**config.mk**
```make
export PLATFORM = sky130hd
export DESIGN_NAME = pc_sequencer_flat
export DESIGN_NICKNAME = d
export VERILOG_FILES = /design/src/rtl/processor_pkg.sv /design/src/rtl/pc_sequencer_if.sv /design/src/rtl/return_stack.sv /design/src/rtl/pc_sequencer.sv /design/src/flat_wrapper.sv
export SDC_FILE = /design/constraint.sdc
export NUM_CORES = 1
export LEC_CHECK = 0
export CAP_MARGIN = 30
export CORE_MARGIN = 2
export CORE_UTILIZATION = 19
export CTS_CLUSTER_SIZE = 10
export DETAILED_ROUTE_END_ITERATION = 8
export PLACE_DENSITY_LB_ADDON = 0.3
export SETUP_SLACK_MARGIN = 0.1
export SYNTH_ARGS = -nofsm -noshare
export SYNTH_HDL_FRONTEND = slang
export SYNTH_SLANG_ARGS = --single-unit
```
**constraint.sdc**
```tcl
create_clock -name clock -period 1.4 [get_ports clock]
set_clock_uncertainty 0.1 [all_clocks]
set_input_delay 0.28 -clock clock [delete_from_list [all_inputs] [get_ports clock]]
set_output_delay 0.28 -clock clock [all_outputs]
set_load 0.01 [all_outputs]
```
**src/rtl/processor_pkg.sv**
```systemverilog
`default_nettype none
// ============================================================================
//  Module      : processor_pkg
//  Description : Shared definitions for the PC sequencer: datapath word width,
//                sequencer state encoding and the return-address helper.
//  Revision    : 1.0 - initial release
// ============================================================================
package processor_pkg;

  localparam int WORD_WIDTH = 16;

  typedef enum logic [2:0] {
    ST_IDLE    = 3'd0,
    ST_FETCH   = 3'd1,
    ST_DECODE  = 3'd2,
    ST_EXECUTE = 3'd3,
    ST_HALTED  = 3'd4
  } seq_state_e;

  // Address of the instruction following a call; wraps 16'hFFFF -> 16'h0000.
  function automatic logic [WORD_WIDTH-1:0] return_addr(input logic [WORD_WIDTH-1:0] pc);
    return pc + WORD_WIDTH'(1);
  endfunction

endpackage
`default_nettype wire

```
**src/rtl/pc_sequencer_if.sv**
```systemverilog
`default_nettype none
// ============================================================================
//  Module      : pc_sequencer_if
//  Description : Control/status bundle between the instruction pipeline and
//                the PC sequencer.
//                slave  : sequencer side (decode inputs in, PC/fetch controls out)
//                master : pipeline side (opposite directions)
//  Revision    : 1.0 - initial release
// ============================================================================
interface pc_sequencer_if;
  import processor_pkg::*;

  logic                  start;
  logic                  mem_ready;
  logic                  stall;
  logic                  halt_req;
  logic                  branch_req;
  logic                  branch_cond;
  logic [WORD_WIDTH-1:0] branch_target;
  logic                  call_req;
  logic                  ret_req;
  logic [WORD_WIDTH-1:0] pc_value;

  logic                  imem_req;
  logic                  ir_load;
  logic                  pc_enable;
  logic                  pc_load;
  logic [WORD_WIDTH-1:0] pc_new;
  logic                  busy;
  logic                  halted;
  logic                  stack_overflow;
  logic                  stack_underflow;

  modport slave (
    input  start, mem_ready, stall, halt_req, branch_req, branch_cond,
           branch_target, call_req, ret_req, pc_value,
    output imem_req, ir_load, pc_enable, pc_load, pc_new, busy, halted,
           stack_overflow, stack_underflow
  );

  modport master (
    output start, mem_ready, stall, halt_req, branch_req, branch_cond,
           branch_target, call_req, ret_req, pc_value,
    input  imem_req, ir_load, pc_enable, pc_load, pc_new, busy, halted,
           stack_overflow, stack_underflow
  );

endinterface
`default_nettype wire

```
**src/rtl/return_stack.sv**
```systemverilog
`default_nettype none
// ============================================================================
//  Module      : return_stack
//  Description : DEPTH-entry LIFO of return addresses.
//  Ports       : clock, clear (sync, active-high)
//                push_i / pop_i  - push data_i / discard top entry
//                data_o          - current top entry (valid when !empty_o)
//                full_o, empty_o - occupancy status
//                A push while full or a pop while empty is ignored.
//  Revision    : 1.0 - initial release
// ============================================================================
module return_stack #(
  parameter int DEPTH = 4,
  parameter int WIDTH = 16
) (
  input  logic             clock,
  input  logic             clear,
  input  logic             push_i,
  input  logic             pop_i,
  input  logic [WIDTH-1:0] data_i,
  output logic [WIDTH-1:0] data_o,
  output logic             full_o,
  output logic             empty_o
);

  localparam int CNT_W = $clog2(DEPTH + 1);
  localparam int PTR_W = (DEPTH > 1) ? $clog2(DEPTH) : 1;

  logic [CNT_W-1:0] count_q;
  logic [WIDTH-1:0] mem_q [DEPTH];
  logic [PTR_W-1:0] wr_ptr;
  logic [PTR_W-1:0] top_ptr;

  // count_q is both the occupancy and the next free slot.
  assign wr_ptr  = PTR_W'(count_q);
  assign top_ptr = PTR_W'(count_q - CNT_W'(1));
  assign full_o  = (count_q == CNT_W'(DEPTH));
  assign empty_o = (count_q == '0);
  assign data_o  = mem_q[top_ptr];

  always_ff @(posedge clock) begin
    if (clear) begin
      count_q <= '0;
    end else if (push_i && !full_o) begin
      count_q <= count_q + CNT_W'(1);
    end else if (pop_i && !empty_o) begin
      count_q <= count_q - CNT_W'(1);
    end
  end

  // Storage needs no reset: entries above count_q are never read.
  always_ff @(posedge clock) begin
    if (push_i && !full_o) begin
      mem_q[wr_ptr] <= data_i;
    end
  end

endmodule
`default_nettype wire

```
**src/rtl/pc_sequencer.sv**
```systemverilog
`default_nettype none
// ============================================================================
//  Module      : pc_sequencer
//  Description : Fetch/decode/execute sequencer driving the PC register.
//                IDLE -> FETCH -> DECODE -> EXECUTE -> FETCH ..., HALTED on
//                halt_req. EXECUTE priority: halt > taken branch > call > ret
//                > sequential increment.
//  Ports       : clock, clear (sync, active-high), bus (pc_sequencer_if.slave)
//  Config      : CALL_STACK_EN - enables the STACK_DEPTH-entry return stack;
//                when undefined call_req/ret_req are ignored and the stack
//                error flags read 0.
//  Revision    : 1.0 - initial release
// ============================================================================
module pc_sequencer
  import processor_pkg::*;
#(
  parameter int STACK_DEPTH = 4
) (
  input  logic           clock,
  input  logic           clear,
  pc_sequencer_if.slave  bus
);

  seq_state_e state_q, state_d;
  logic       taken;

  assign taken = bus.branch_req & bus.branch_cond;

`ifdef CALL_STACK_EN
  logic                  push, pop;
  logic                  stk_full, stk_empty;
  logic [WORD_WIDTH-1:0] stk_top;
  logic                  ovf_q, ovf_d, unf_q, unf_d;

  return_stack #(
    .DEPTH (STACK_DEPTH),
    .WIDTH (WORD_WIDTH)
  ) u_return_stack (
    .clock   (clock),
    .clear   (clear),
    .push_i  (push),
    .pop_i   (pop),
    .data_i  (return_addr(bus.pc_value)),
    .data_o  (stk_top),
    .full_o  (stk_full),
    .empty_o (stk_empty)
  );

  always_ff @(posedge clock) begin
    if (clear) begin
      ovf_q <= 1'b0;
      unf_q <= 1'b0;
    end else begin
      ovf_q <= ovf_d;
      unf_q <= unf_d;
    end
  end

  assign bus.stack_overflow  = ovf_q;
  assign bus.stack_underflow = unf_q;
`else
  logic unused_cfg;
  assign unused_cfg = ^{bus.call_req, bus.ret_req, bus.pc_value, (STACK_DEPTH > 0)};

  assign bus.stack_overflow  = 1'b0;
  assign bus.stack_underflow = 1'b0;
`endif

  always_ff @(posedge clock) begin
    if (clear) begin
      state_q <= ST_IDLE;
    end else begin
      state_q <= state_d;
    end
  end

  always_comb begin
    state_d       = state_q;
    bus.imem_req  = 1'b0;
    bus.ir_load   = 1'b0;
    bus.pc_enable = 1'b0;
    bus.pc_load   = 1'b0;
    bus.pc_new    = '0;
    bus.busy      = 1'b0;
    bus.halted    = 1'b0;
`ifdef CALL_STACK_EN
    push  = 1'b0;
    pop   = 1'b0;
    ovf_d = ovf_q;
    unf_d = unf_q;
`endif

    case (state_q)
      ST_IDLE: begin
        if (bus.start) state_d = ST_FETCH;
      end

      ST_FETCH: begin
        bus.imem_req = 1'b1;
        bus.busy     = 1'b1;
        if (bus.mem_ready) begin
          bus.ir_load = 1'b1;
          state_d     = ST_DECODE;
        end
      end

      ST_DECODE: begin
        bus.busy = 1'b1;
        state_d  = ST_EXECUTE;
      end

      ST_EXECUTE: begin
        bus.busy = 1'b1;
        if (!bus.stall) begin
          if (bus.halt_req) begin
            state_d = ST_HALTED;
          end else begin
            state_d       = ST_FETCH;
            bus.pc_enable = 1'b1;
            if (taken) begin
              bus.pc_load = 1'b1;
              bus.pc_new  = bus.branch_target;
            end
`ifdef CALL_STACK_EN
            // A call with a full stack falls back to a plain increment and
            // does not let a simultaneous ret through.
            else if (bus.call_req) begin
              if (stk_full) begin
                ovf_d = 1'b1;
              end else begin
                push        = 1'b1;
                bus.pc_load = 1'b1;
                bus.pc_new  = bus.branch_target;
              end
            end else if (bus.ret_req) begin
              if (stk_empty) begin
                unf_d = 1'b1;
              end else begin
                pop         = 1'b1;
                bus.pc_load = 1'b1;
                bus.pc_new  = stk_top;
              end
            end
`endif
          end
        end
      end

      ST_HALTED: begin
        bus.halted = 1'b1;
        if (bus.start) state_d = ST_FETCH;
      end

      default: state_d = ST_IDLE;
    endcase
  end

endmodule
`default_nettype wire

```
**src/flat_wrapper.sv**
```systemverilog
// flat-port wrapper written by rule: the top's interface ports become plain ports
module pc_sequencer_flat import processor_pkg::*;
#(
  parameter int STACK_DEPTH = 4
)
  (clock, clear, bus_start, bus_mem_ready, bus_stall, bus_halt_req, bus_branch_req, bus_branch_cond, bus_branch_target, bus_call_req, bus_ret_req, bus_pc_value, bus_imem_req, bus_ir_load, bus_pc_enable, bus_pc_load, bus_pc_new, bus_busy, bus_halted, bus_stack_overflow, bus_stack_underflow);
  pc_sequencer_if bus_i ();
  input  logic clock;
  input  logic clear;
  input wire logic [$bits(bus_i.start)-1:0] bus_start;
  input wire logic [$bits(bus_i.mem_ready)-1:0] bus_mem_ready;
  input wire logic [$bits(bus_i.stall)-1:0] bus_stall;
  input wire logic [$bits(bus_i.halt_req)-1:0] bus_halt_req;
  input wire logic [$bits(bus_i.branch_req)-1:0] bus_branch_req;
  input wire logic [$bits(bus_i.branch_cond)-1:0] bus_branch_cond;
  input wire logic [$bits(bus_i.branch_target)-1:0] bus_branch_target;
  input wire logic [$bits(bus_i.call_req)-1:0] bus_call_req;
  input wire logic [$bits(bus_i.ret_req)-1:0] bus_ret_req;
  input wire logic [$bits(bus_i.pc_value)-1:0] bus_pc_value;
  output wire logic [$bits(bus_i.imem_req)-1:0] bus_imem_req;
  output wire logic [$bits(bus_i.ir_load)-1:0] bus_ir_load;
  output wire logic [$bits(bus_i.pc_enable)-1:0] bus_pc_enable;
  output wire logic [$bits(bus_i.pc_load)-1:0] bus_pc_load;
  output wire logic [$bits(bus_i.pc_new)-1:0] bus_pc_new;
  output wire logic [$bits(bus_i.busy)-1:0] bus_busy;
  output wire logic [$bits(bus_i.halted)-1:0] bus_halted;
  output wire logic [$bits(bus_i.stack_overflow)-1:0] bus_stack_overflow;
  output wire logic [$bits(bus_i.stack_underflow)-1:0] bus_stack_underflow;
  assign bus_i.start = bus_start;
  assign bus_i.mem_ready = bus_mem_ready;
  assign bus_i.stall = bus_stall;
  assign bus_i.halt_req = bus_halt_req;
  assign bus_i.branch_req = bus_branch_req;
  assign bus_i.branch_cond = bus_branch_cond;
  assign bus_i.branch_target = bus_branch_target;
  assign bus_i.call_req = bus_call_req;
  assign bus_i.ret_req = bus_ret_req;
  assign bus_i.pc_value = bus_pc_value;
  assign bus_imem_req = bus_i.imem_req;
  assign bus_ir_load = bus_i.ir_load;
  assign bus_pc_enable = bus_i.pc_enable;
  assign bus_pc_load = bus_i.pc_load;
  assign bus_pc_new = bus_i.pc_new;
  assign bus_busy = bus_i.busy;
  assign bus_halted = bus_i.halted;
  assign bus_stack_overflow = bus_i.stack_overflow;
  assign bus_stack_underflow = bus_i.stack_underflow;
  pc_sequencer #(.STACK_DEPTH(STACK_DEPTH)) u_core (.clock(clock), .clear(clear), .bus(bus_i));
endmodule
```
==> flow_summary.toml <==
[run_status]
status = "finished with violations"
violations = "setup timing"

[timing]
drv_slew = 0
rsz0062_at_grt = "yes"
fin_ws_ns = -0.553
min_period_ns = 1.95
setup-tns-final_ns = -8.61
max_freq_mhz = 512
post-route-period-util = 1.40
finalSetupViolCount = 22
hold_viol = 0

[setup_path]
end_kind = "primary output"
r2r_setup_slack_ns = 0
cp_common_cell = "buf_6"
worst-setup-path-type = "flop to primary output"
crit_fanout = 3
required_ns = 1.02
arrival_ns = 1.57
reg2reg_from = "u_core.state_q[1]$_SDFFE_PP0P_"
worstSetupStartpointType = "flop"
r2r_cells = 4
cp_cell_sequence = "nand2b_4 -> nor4_4 -> buf_2 -> buf_6 -> buf_6 -> and2_4 -> buf_6"
rr_endpoint = "u_core.state_q[0]$_SDFFE_PP0P_"
critPathSlowestCell = "dfxtp_2"
max_stage_delay_ns = 0.31

[layout]
multi_input_area_sq_um = 364
num-fill-cells = 170
n_antenna_cell = 0
largest_reg_flops = 3
regMostFlops = "u_core.state_q"
area_delta_synth_final_pct = 200
drive_gt1_frac = 0.636
layout.nets = 164
top_regs = "u_core.state_q (3)"
final-seq-area_sq_um = 66.3
stdcell_count = 148

[global_routing]
antenna_found_initial = 0
grt_max_degree = 10
globalRouteOverflowTotal = 0
track_usage = 0.145
grt_pass1_vias = 614
grt_pass1_wl_mm = 2.68

[placement]
place_inst = 130
post-dp-hpwl_mm = 1.09
io_buffer_count = 45
globalplace.congestion = 0.764

[clocking]
cts_sinks = 3
cts_tree = "built"
htreeDepth = 1
hold_buffers = 0
clk_latency_ns = 0.25
cts_buffers = 3
clock-root-buffer = "clkbuf_4"
clkSlewWorstSetupHoldPaths_ns = 0.04
clock_path_buffers = 2

[yosys]
synth.top_cell.area_share = 0.161
ys_seq_elements = 3
syn_inst = 51
synth-seq-area-share = 0.155
synth_edf_count = 0
ys.flop_type = "dfxtp_1"
synthArstFlopShare = 0
netlist_area_sq_um = 388
syn_avg_cell_area_sq_um = 7.61
ys_top_cells_by_count = "10 x and2_1, 7 x and2_2, 5 x nor2_1"
yosysTopAreaCell = "and2_1"
synth_area_leaders = "and2_1 16%, dfxtp_1 15%, and2_2 14%, buf_4 7.7%, nor4_4 5.5%"
synth_cell_type_count = 23
ys_warn_count = 0
synth.most_common_cell = "and2_1"

[drt]
wire_per_inst_um = 12.4
drc_errors = 0
totalWireLength_mm = 1.84
antenna_left = 0
dr.first_iter.drc_count = 3
drtPass1Iterations = 5
vias_per_cell = 4.19
num_vias = 620

[floorplan]
initial_core_util = 0.200
io_pins = 66
die_w_um = 49.2
die-area_sq_um = 2420
std_cell_rows = 16
die_h_um = 49.2
core_area_sq_um = 1940

[job]
cap_violations = 0

[pwr]
p_int_w = 0.000395
power.density_nw_per_um2 = 522
ir_drop_v = 0.000469
clock_power_share = 0.267
p_seq_frac = 0.193
p_comb_frac = 0.541
netSwitchingFraction = 0.351
power_leakage_nw = 0.553
p_switching_w = 0.000213
power_w = 0.000608

[hold_path]
hp-class = "flop to flop"
min_to = "u_core.state_q[1]$_SDFFE_PP0P_"
min_path_cells = 2
hold_path.startpoint = "u_core.state_q[2]$_SDFFE_PP0P_"
[repair_timing]
| action | CTS | global route |
|---|---|---|
| cloned | 2 | 0 |
| pin swaps | 11 | 2 |
| setup endpoints to repair | 23 | 23 |
| gates resized for setup | 130 | 11 |
| setup buffers | 9 | 5 |
[critical path: cells and delay by family (launching register included)]
kind | cells | cell delay, ns
flops | 1 | 0.31
buf+inv | 4 | 0.47
simple gates | 3 | 0.53
[per-layer routing]
| metal | GRT usage | share of wire |
|---|---|---|
| met1 | 0.152 | 0.39 |
| met2 | 0.264 | 0.51 |
| met3 | 0.0276 | 0.086 |
| met4 | 0.0857 | 0.014 |
| met5 | 0 | 0 |
[cells by family (layout without fill, tap and decap cells)]
group,Yosys count,count (layout),synth area share
simple gates,35,35,0.616
compound gates,6,6,0.103
buf+inv,6,75,0.116
flops,3,3,0.155
other cells,1,2,0.00967
[layout make-up]
| cell class | count | share of cell area |
|---|---|---|
| timing repair buffer | 70 | 0.575 |
| multi-input combinational | 43 | 0.313 |
| sequential | 3 | 0.0570 |
| tap | 27 | 0.0290 |
| clock buffer | 4 | 0.0226 |
| inverter | 1 | 0.00323 |
[layout by cell type, fill, tap and decap left out, types with 2 or more instances in the layout]
cell and instances:
buf_6 26, clkdlybuf4s50_1 19, and2_4 15, buf_4 14, buf_2 6, nor2_1 3, clkbuf_4 3, dlygate4sd2_1 3
nand2b_4 2, and2_1 2, a21oi_1 2, conb_1 2, dfxtp_2 2
[how the worst max path moves through the flow]
stage,cells after the start,to,from
floorplan,5,bus_pc_new[10],u_core.state_q[0]$_SDFFE_PP0P_
global placement,6,bus_pc_new[1],bus_stall
detailed placement,6,bus_pc_new[5],bus_stall
CTS,7,bus_pc_new[6],u_core.state_q[1]$_SDFFE_PP0P_
global route,7,bus_pc_new[10],u_core.state_q[2]$_SDFFE_PP0P_
finish,7,bus_pc_new[10],u_core.state_q[2]$_SDFFE_PP0P_
[through the flow]
step	cell area (sq um)	hold WS (ns)	worst slack, ns	utilization
global placement	940	0.437	-0.982	0.484
detailed placement	940	0.430	-1.00	0.484
finish	1160	0.446	-0.553	0.599
global route	1160	0.467	-0.588	0.599
CTS	1110	0.428	-0.524	0.570
floorplan	418	0.242	-0.163	-
[power by group through the flow]
stage / logic (W) / registers, W / clock network (W)
floorplan: 0.000133 / 0.000105 / 0
global placement: 0.000277 / 0.000111 / 0
detailed placement: 0.000280 / 0.000112 / 0
CTS: 0.000303 / 0.000115 / 0.000172
global route: 0.000349 / 0.000118 / 0.000171
finish: 0.000329 / 0.000117 / 0.000162
Note: power is estimated with default switching activity, not from simulation.
